<file path="src/rtl/axis_snoop_sink_pkg.sv">
`default_nettype none
// ============================================================================
// Module   : axis_snoop_sink_pkg
// Brief    : Shared types for the snoop-stream sink (state, FIFO entry).
// Revision : 1.0 - initial release
// ============================================================================
package axis_snoop_sink_pkg;

    localparam int ANGLE_W = 16;

    typedef enum logic {
        ACCEPT  = 1'b0,
        DISCARD = 1'b1
    } snoop_state_t;

    typedef struct packed {
        logic               last;
        logic [ANGLE_W-1:0] data;
    } snoop_entry_t;

endpackage
`default_nettype wire

</file>
<file path="src/rtl/axis_snoop_sink_fifo.sv">
`default_nettype none
// ============================================================================
// Module   : sync_fifo_fwft
// Brief    : Synchronous first-word-fall-through FIFO with pop-through-full.
// Revision : 1.0 - initial release
// ============================================================================
module sync_fifo_fwft #(
    parameter int DEPTH = 16,
    parameter int WIDTH = 17
) (
    input  logic                     clk,
    input  logic                     rst_n,
    input  logic                     wr_en,
    input  logic                     rd_en,
    input  logic [WIDTH-1:0]         din,
    output logic [WIDTH-1:0]         dout,
    output logic                     full,
    output logic                     empty,
    output logic [$clog2(DEPTH):0]   count
);

    localparam int AW = $clog2(DEPTH);

    logic [WIDTH-1:0] r_mem [DEPTH];
    logic [AW:0]      r_wr_ptr;
    logic [AW:0]      r_rd_ptr;
    logic             w_rd;
    logic             w_wr;

    // Pointers carry one extra wrap bit so full and empty are distinguishable.
    assign empty = (r_wr_ptr == r_rd_ptr);
    assign full  = (r_wr_ptr[AW] != r_rd_ptr[AW]) &&
                   (r_wr_ptr[AW-1:0] == r_rd_ptr[AW-1:0]);
    assign count = r_wr_ptr - r_rd_ptr;
    assign dout  = r_mem[r_rd_ptr[AW-1:0]];

    assign w_rd  = rd_en && !empty;
    assign w_wr  = wr_en && (!full || w_rd);

    always_ff @(posedge clk) begin
        if (!rst_n) begin
            r_wr_ptr <= '0;
            r_rd_ptr <= '0;
        end else begin
            if (w_wr) begin
                r_wr_ptr <= r_wr_ptr + 1'b1;
            end
            if (w_rd) begin
                r_rd_ptr <= r_rd_ptr + 1'b1;
            end
        end
    end

    always_ff @(posedge clk) begin
        if (w_wr) begin
            r_mem[r_wr_ptr[AW-1:0]] <= din;
        end
    end

endmodule
`default_nettype wire

</file>
<file path="src/rtl/axis_snoop_sink.sv">
`default_nettype none
// ============================================================================
// Module   : axis_snoop_sink
// Brief    : Buffers a non-stallable snoop stream into a handshaked AXIS
//            master, dropping whole packet tails on overflow.
// Revision : 1.0 - initial release
// ============================================================================
module axis_snoop_sink
    import axis_snoop_sink_pkg::*;
#(
    parameter int C_S00_AXIS_TDATA_WIDTH = 32,
    parameter int C_M00_AXIS_TDATA_WIDTH = 32,
    parameter int DATA_W                 = 16,
    parameter int DEPTH                  = 16,
    parameter int CNT_W                  = 16
) (
    input  logic                                  s00_axis_aclk,
    input  logic                                  s00_axis_aresetn,
    input  logic                                  s00_axis_tvalid,
    input  logic                                  s00_axis_tlast,
    input  logic [C_S00_AXIS_TDATA_WIDTH-1:0]     s00_axis_tdata,
    output logic                                  s00_axis_tready,
    input  logic                                  m00_axis_tready,
    output logic                                  m00_axis_tvalid,
    output logic                                  m00_axis_tlast,
    output logic [C_M00_AXIS_TDATA_WIDTH-1:0]     m00_axis_tdata,
    output logic [C_M00_AXIS_TDATA_WIDTH/8-1:0]   m00_axis_tstrb,
    output logic [CNT_W-1:0]                      drop_count,
    output logic                                  overflow,
    output logic [$clog2(DEPTH):0]                fill_level
);

    localparam logic [CNT_W-1:0] c_CNT_MAX = {CNT_W{1'b1}};

    snoop_state_t                     r_state;
    snoop_state_t                     w_state_nxt;
    logic [CNT_W-1:0]                 r_drop_count;
    logic                             r_overflow;

    snoop_entry_t                     w_wr_entry;
    snoop_entry_t                     w_head;
    logic                             w_full;
    logic                             w_empty;
    logic [$clog2(DEPTH):0]           w_count;
    logic                             w_pop;
    logic                             w_can_store;
    logic                             w_push;
    logic                             w_drop;
    logic [C_S00_AXIS_TDATA_WIDTH-1:0] w_unused_tdata;

    // Bits above DATA_W are deliberately ignored.
    assign w_unused_tdata  = s00_axis_tdata;

    assign w_wr_entry.last = s00_axis_tlast;
    assign w_wr_entry.data = ANGLE_W'(s00_axis_tdata[DATA_W-1:0]);

    assign w_pop       = !w_empty && m00_axis_tready;
    assign w_can_store = !w_full || w_pop;
    assign w_push      = s00_axis_tvalid && (r_state == ACCEPT) && w_can_store;
    assign w_drop      = s00_axis_tvalid && ((r_state == DISCARD) || !w_can_store);

    sync_fifo_fwft #(
        .DEPTH (DEPTH),
        .WIDTH ($bits(snoop_entry_t))
    ) u_fifo (
        .clk   (s00_axis_aclk),
        .rst_n (s00_axis_aresetn),
        .wr_en (w_push),
        .rd_en (m00_axis_tready),
        .din   (w_wr_entry),
        .dout  (w_head),
        .full  (w_full),
        .empty (w_empty),
        .count (w_count)
    );

    always_ff @(posedge s00_axis_aclk) begin
        if (!s00_axis_aresetn) begin
            r_state <= ACCEPT;
        end else begin
            r_state <= w_state_nxt;
        end
    end

    always_comb begin
        w_state_nxt = r_state;
        case (r_state)
            ACCEPT: begin
                if (s00_axis_tvalid && !w_can_store && !s00_axis_tlast) begin
                    w_state_nxt = DISCARD;
                end
            end
            DISCARD: begin
                if (s00_axis_tvalid && s00_axis_tlast) begin
                    w_state_nxt = ACCEPT;
                end
            end
            default: w_state_nxt = ACCEPT;
        endcase
    end

    always_ff @(posedge s00_axis_aclk) begin
        if (!s00_axis_aresetn) begin
            r_drop_count <= '0;
            r_overflow   <= 1'b0;
        end else if (w_drop) begin
            r_overflow <= 1'b1;
            if (r_drop_count != c_CNT_MAX) begin
                r_drop_count <= r_drop_count + 1'b1;
            end
        end
    end

    // Head fields are masked so the bus reads zero whenever nothing is valid.
    assign s00_axis_tready = 1'b1;
    assign m00_axis_tvalid = !w_empty;
    assign m00_axis_tlast  = !w_empty && w_head.last;
    assign m00_axis_tdata  = w_empty ? '0 : C_M00_AXIS_TDATA_WIDTH'(w_head.data);
    assign m00_axis_tstrb  = '1;
    assign drop_count      = r_drop_count;
    assign overflow        = r_overflow;
    assign fill_level      = w_count;

endmodule
`default_nettype wire

</file>
<file path="config.mk">
export PLATFORM = sky130hd
export DESIGN_NAME = axis_snoop_sink
export DESIGN_NICKNAME = d
export VERILOG_FILES = /design/src/rtl/axis_snoop_sink_pkg.sv /design/src/rtl/axis_snoop_sink_fifo.sv /design/src/rtl/axis_snoop_sink.sv
export SDC_FILE = /design/constraint.sdc
export NUM_CORES = 1
export LEC_CHECK = 0
export BUFFER_PORTS_ARGS = -buffer_cell sky130_fd_sc_hd__buf_4
export CELL_PAD_IN_SITES_DETAIL_PLACEMENT = 0
export CELL_PAD_IN_SITES_GLOBAL_PLACEMENT = 1
export CORE_MARGIN = 2
export CORE_UTILIZATION = 40
export DETAILED_ROUTE_END_ITERATION = 10
export PLACE_DENSITY = 0.72
export SLEW_MARGIN = 20
export SYNTH_ARGS = -nofsm -noshare
export SYNTH_HDL_FRONTEND = slang
export SYNTH_SLANG_ARGS = --single-unit
</file>
<file path="constraint.sdc">
create_clock -name s00_axis_aclk -period 4.74 [get_ports s00_axis_aclk]
set_input_delay 0.711 -clock s00_axis_aclk [delete_from_list [all_inputs] [get_ports s00_axis_aclk]]
set_output_delay 0.711 -clock s00_axis_aclk [all_outputs]
set_load 0.02 [all_outputs]
</file>
==> impl_metrics.toml, run 1 <==
[clock_network]
cts_buffers = 30
clock_latency_ns = 0.56
postCtsSetupBuffers = 0
ctsHoldBuffers = 0
htree_num_levels = 1
cts_tree = "yes"
cts.clk_slew.worst_paths_ns = 0.06
root_buffer = "clkbuf_16"
clkSinkCount = 304
cts.path.max_buffers = 3
postCtsResizedCells = 0

[grt]
grt-ovfl-total = 0
grt_pass1_wl_mm = 38.6
grt_start_max_net_pins = 69
antenna_found_initial = 1
gr-usage-all-layers_pct = 16.4
grt_pass1_vias = 6472

[power]
sequentialPowerShare_pct = 49.7
ir_worst_vdd_mv = 0.271
switchingPower_mw = 1.44
power_density_nw_per_um2 = 430
p_leak_nw = 4.44
pwr-share-comb_pct = 14.2
swShare_pct = 23.8
p_int_mw = 4.62
pwr-share-clk_pct = 36.1
power_mw = 6.07

[route]
via_per_inst = 5.45
drcViolationCount = 0
drt-met1-wl_mm = 11.1
dr_wl_met2_mm = 12.7
routedWlPerCell_um = 22.5
ant_nets = 0
wirelength_mm = 25.9
vias = 6279
drt_iter0_drc = 526
drtPass1Iterations = 5
top_layer = "met5"
wl_met3_mm = 1.72

[timing]
rsz0062_at_grt = "false"
fin_worst_skew_ns = 0.0253
finalCritPeriodShare_pct = 84.7
hold_viol_final = 0
drv_slew = 0
setup_violations = 0
max-slew-margin-rel_pct = 34.4
tightestPinTransition_ns = 0.983
hold_ws_ns = 0.426
min_period_ns = 4.01
tns_ns = 0
timing.fmax_mhz = 249

[floorplan]
rows = 64
dieArea_um2 = 32100
dieWidth_um = 179
start_util_pct = 40.4
die_h_um = 179
core_area_um2 = 30300
ioPinCount = 98

[worst_setup_path]
path_cells = "ha_1 -> and4_1 -> nand2_1 -> nand2b_1 -> o22ai_1 -> buf_4"
arrival_ns = 3.30
cp-start-kind = "register"
cp_max_fo = 17
setup.worst_path.end_class = "output pin"
critPathMaxStageDelay_ns = 0.60
critPathKind = "register to output pin"
crit_path_top_delay_cell = "o22ai_1"
required_ns = 4.03

[final_layout]
drive_gt1_share_pct = 27.4
areaGrowthSynthToFinish_pct = 15.1
finalInstanceArea_um2 = 14100
nFillCells = 2558
seqCellArea_um2 = 8810
final_nets = 785
antennaDiodeCount = 0
multi_input_area_um2 = 3220
utilization_pct = 46.5

[logic_synthesis]
synth_flop_cell = "edfxtp_1"
synthCells = 659
yosys-top-cells-area = "edfxtp_1 (67%), mux4_2 (12%), dfxtp_1 (5.2%)"
synth_edf_count = 272
ys_seq_area_share_pct = 71.8
synth_area_um2 = 12300
synth.avg_cell_area_um2 = 18.6
yosysTopAreaCell = "edfxtp_1"
synth_seq_cells = 304
async_flop_share_pct = 0
ys_types = 52
synth_top_area_share_pct = 66.6
ys.warnings.count = 0

[run_status]
status = "complete, no violations"

[place]
port_buffers = 60
place_congestion = 0.777
place_area_um2 = 13200
dpl.hpwl_mm = 15.5

[hold_path]
min-delay-path-class = "input pin to register"

[flow_run]
maxCapViolCount = 0
==> cell usage after synthesis, drive strengths merged, types with 2 or more instances <==
cell and number:
a21oi 14, clkbuf 13, edfxtp 272, o31ai 8, mux4 68, nand3 8, nor4 7, and2 2
and3 2, xnor2 7, nand2b 11, o211ai 2, o21ai 5, and4 3, ha 10, inv 11
buf 41, nand2 23, or4 6, or3 3, dfxtp 32, nor3 5, a21o 2, nor2 18
mux2i 40, o22ai 17, xor2 3, conb 2, nand4 6, o311ai 3, o41ai 2
==> state kept, by name (all words and copies together) (netlist names), named ones only <==
register / flops
u_fifo.r_wr_ptr: 5
overflow: 1
u_fifo.r_rd_ptr: 5
r_state: 1
drop_count: 16
u_fifo.r_mem: 272
==> routing by layer <==
metal  up-vias  global-route usage (%)
met3        33                    3.46
met1      3252                    22.8
met2       207                    26.9
met5         -                       0
li1       2785                       -
met4         2                    3.19
==> metrics by stage <==
step | worst slack, ns | std cells
floorplan | 1.79 | 678
global placement | 1.36 | 1100
detailed placement | 1.28 | 1100
CTS | 0.699 | 1151
global route | 0.500 | 1152
finish | 0.727 | 1152
==> worst max-delay path: cells and delay by family (launching register included) <==
family	cells	cell delay, ns
flops	1	0.58
fa+ha+maj	1	0.36
compound gates	1	0.60
simple gates	3	0.99
buf+inv	1	0.23
==> cell usage in the layout (no fill, tap or decap), types with 3 or more instances in the layout <==
master,instances
edfxtp_1,272
buf_4,78
mux4_2,68
mux2i_1,40
clkbuf_16,30
dfxtp_1,29
nand2_1,23
conb_1,21
o22ai_1,17
a21oi_1,14
nor2_2,12
inv_1,11
nand2b_1,11
clkbuf_1,11
ha_1,10
nand3_1,8
xnor2_1,7
nor4_1,7
o31ai_1,7
nand4_1,6
or4_1,6
clkinv_1,6
nor2_1,6
o21ai_0,5
nor3_2,4
and4_1,3
or3_1,3
==> path summary, 6_finish.rpt <==
kind | end | depth (start not counted) | start | slack [ns]
setup reg to reg | u_fifo.r_mem[10][3] | 6 | u_fifo.r_wr_ptr[2] | 1.79
hold / removal | r_state | 2 | s00_axis_tvalid | 0.43
hold reg to reg | overflow | 2 | overflow | 0.46
setup / recovery | m00_axis_tdata[14] | 6 | u_fifo.r_wr_ptr[3] | 0.73
==> cell families after synthesis <==
kind of cell	Yosys count	share of synthesized area, %
AOI/OAI and AO/OA	59	3.27
xor gates and xnor gates	10	0.776
adders and majority gates	11	1.18
buffers and inverters	66	2.88
DFF	304	71.8
muxes	108	15.8
other	2	0.0612
and+or+nand+nor	99	4.25
==> final cells by class <==
class                           instances  share of cell area [%]
Clock buffer                           41                    5.61
Clock inverter                         10                   0.745
Inverter                               12                   0.319
Multi-Input combinational cell        308                    22.8
Sequential cell                       304                    62.5
Tap cell                              396                    3.51
Timing Repair Buffer                   81                    4.51
==> power groups by stage <==
| stage | Clock, mW | Sequential, mW | Combinational (mW) |
|---|---|---|---|
| detailed placement | 0 | 3.07 | 0.873 |
| CTS | 2.24 | 3.02 | 0.877 |
| finish | 2.19 | 3.01 | 0.862 |
| floorplan | 0 | 3.02 | 0.634 |
| global route | 2.35 | 3.02 | 0.927 |
| global placement | 0 | 3.07 | 0.861 |
(Power assumes the default switching activity.)
==> inputs of run 2 (changes only) <==
ABC_AREA = 1   (was default)
PLACE_DENSITY = 0.79   (was 0.72)
clock period = 3.36 ns   (was 4.74 ns; I/O delays follow)
==> run 2 against run 1 <==
  * Setup slack worse by 0.54 ns
  * Routed wire length up 17%
  * Global-route usage up 1.6 points
  * Flip-flop and latch count unchanged
  * Design area up 5.3%
  * Critical path type unchanged
  * Die area up 4.9%
  * Sequential power up 39%
  * Largest cell class unchanged
  * Hold slack worse by 0.21 ns
  * Highest routed layer is now met4
  * Synthesized cell count up 75%
  * Critical path depth down 1
==> impl_metrics.toml, run 2 <==
[run_status]
status = "complete, no violations"

[logic_synthesis]
synth.avg_cell_area_um2 = 11.2
synth_top_area_share_pct = 63.5
ys_seq_area_share_pct = 68.4
ys.warnings.count = 0
yosysTopAreaCell = "edfxtp_1"
synth.most_common_cell = "nand2_1"
ys_types = 35
ys_top_cells_by_count = "nand2_1 (340), edfxtp_1 (272), nand3_1 (218)"
synth_edf_count = 272
synth_flop_cell = "edfxtp_1"
yosys-top-cells-area = "edfxtp_1 (63%), nand2_1 (9.9%), nand3_1 (8.5%)"
synth_area_um2 = 12900
synthCells = 1153
synth_seq_cells = 304
async_flop_share_pct = 0

[timing]
hold_viol_final = 0
fin_worst_skew_ns = 0.0153
tns_ns = 0
finalCritPeriodShare_pct = 94.4
drv_slew = 0
setup_violations = 0
max-slew-margin-rel_pct = 45.1
tightestPinTransition_ns = 0.818
min_period_ns = 3.17
timing.fmax_mhz = 315
rsz0062_at_grt = "false"
layout_setup_ws_ns = 0.188

[worst_setup_path]
crit_top_cell = "buf_4"
r2r_cells = 10
worst-path-buf-inv = 3
cp-start-kind = "register"
r2r-start = "u_fifo.r_rd_ptr[1]"
crit_path_top_delay_cell = "clkinv_1"
endpoint = "m00_axis_tdata[4]"
crit_family = "buffers and inverters"
rrSetupSlack_ns = 0.58
critPathKind = "register to output pin"
rr_endpoint = "u_fifo.r_mem[7][6]"
required_ns = 2.86
path_cells = "buf_4 -> clkinv_1 -> a21oi_1 -> o21a_1 -> buf_4"
cp.depth = 5
critPathMaxStageDelay_ns = 0.73
cp_max_fo = 18
setup.worst_path.end_class = "output pin"
arrival_ns = 2.67

[final_layout]
utilization_pct = 47.0
antennaDiodeCount = 0
drive_gt1_share_pct = 14.7
final_cell_mix = "nand2_1 (340), edfxtp_1 (272), nand3_1 (218)"
final_common_cell = "nand2_1"
largest_reg_flops = 272
areaGrowthSynthToFinish_pct = 15.5
final_nets = 1260

[floorplan]
dieWidth_um = 183
die_h_um = 183
dieArea_um2 = 33600
start_util_pct = 40.7
core_area_um2 = 31600
rows = 65
ioPinCount = 98

[clock_network]
htree_num_levels = 1
clock_latency_ns = 0.58
cts_buffers = 31
cts.path.max_buffers = 3
postCtsSetupBuffers = 0
clkSinkCount = 304
ctsHoldBuffers = 0
cts.clk_slew.worst_paths_ns = 0.06
cts_tree = "yes"
root_buffer = "clkbuf_16"
postCtsResizedCells = 0

[power]
ir_worst_vdd_mv = 0.421
switchingPower_mw = 2.44
p_leak_nw = 5.33
p_int_mw = 6.80
swShare_pct = 26.4
pwr-share-clk_pct = 38.7
power_mw = 9.23
power_density_nw_per_um2 = 621
pwr-share-comb_pct = 15.9
sequentialPowerShare_pct = 45.4

[grt]
grt_start_max_net_pins = 137
grt-ovfl-total = 0
antenna_found_initial = 0
grt_pass1_vias = 8011
grt_pass1_wl_mm = 46.6
gr-usage-all-layers_pct = 18.0

[route]
ant_nets = 0
wirelength_mm = 30.3
drt_iter0_drc = 808
vias = 8527
routedWlPerCell_um = 18.5
via_per_inst = 5.21
drtPass1Iterations = 5
drcViolationCount = 0

[place]
port_buffers = 60
dpl.hpwl_mm = 17.0
post-place-ws_ns = 0.600
place_congestion = 0.807

[hold_path]
min-delay-path-class = "input pin to register"

[flow_run]
maxCapViolCount = 0
==> run 2: changes by cell type after synthesis, sizes merged, moves of 16 or more <==
cell / previous run / this run
mux2i: 40 / 0
mux4: 68 / 0
o21a: 1 / 17
nand2: 23 / 355
nor2: 18 / 38
inv: 11 / 28
o22ai: 17 / 0
a21oi: 14 / 59
nand3: 8 / 220
==> run 2: layout make-up <==
cell class / count / area (µm²)
fillers: 2882 / 16800
flip-flops and latches: 304 / 8810
multi-input cells: 756 / 3630
clock buffers: 40 / 810
repair buffers: 87 / 741
well taps: 402 / 503
clock inverters: 16 / 245
inverters: 32 / 121
==> run 2: power by group through the flow <==
stage / Combinational, mW / Sequential (mW) / Clock [mW]
finish: 1.47 / 4.19 / 3.57
global route: 1.61 / 4.20 / 3.77
CTS: 1.48 / 4.19 / 3.62
detailed placement: 1.48 / 4.27 / 0
global placement: 1.47 / 4.27 / 0
floorplan: 0.954 / 4.27 / 0
==> run 2: worst register-to-register path: stages (launching register included) <==
cell	delay, ns
dfxtp_1	0.43
inv_1	0.09
ha_1	0.31
nand2_2	0.10
nor2_4	0.06
nand3_4	0.08
nand2_4	0.07
nor2_1	0.33
nand2_1	0.17
nor2_2	0.52
buf_4	0.34
==> run 2: metal layers <==
metal / up-vias / track usage, % / part of all wire (%)
met5: - / 0 / 0
met4: 0 / 5.12 / 1.9
met3: 48 / 2.92 / 7.0
met2: 272 / 28.4 / 46
met1: 4107 / 25.9 / 45
li1: 4100 / - / -
==> run 2: cells by family after synthesis <==
group	share of synthesized area, %
fa+ha+maj	1.13
other cells	0.0583
simple gates	21.1
buf+inv	4.25
compound gates	4.05
xor+xnor	0.953
flops	68.4
==> run 2: worst min-delay path by stage <==
stage                    endpoint          startpoint  depth (start not counted)  slack, ns
6_report       u_fifo.r_mem[3][5]   s00_axis_tdata[5]                          1       0.22
3_5_place_dp             overflow            overflow                          2       0.45
5_1_grt        u_fifo.r_mem[2][5]   s00_axis_tdata[5]                          1       0.22
3_3_place_gp             overflow            overflow                          2       0.44
4_1_cts        u_fifo.r_mem[3][5]   s00_axis_tdata[5]                          1       0.20
2_1_floorplan  u_fifo.r_rd_ptr[4]  u_fifo.r_rd_ptr[4]                          2       0.46
==> run 2: per-stage QoR <==
step | cells | hold WS (ns) | instance area (µm²)
after floorplan | 1172 | 0.458 | 12900
after global placement | 1581 | 0.439 | 13800
after detailed placement | 1581 | 0.445 | 13800
after CTS | 1637 | 0.199 | 14900
after global routing | 1637 | 0.221 | 14900
final | 1637 | 0.219 | 14900
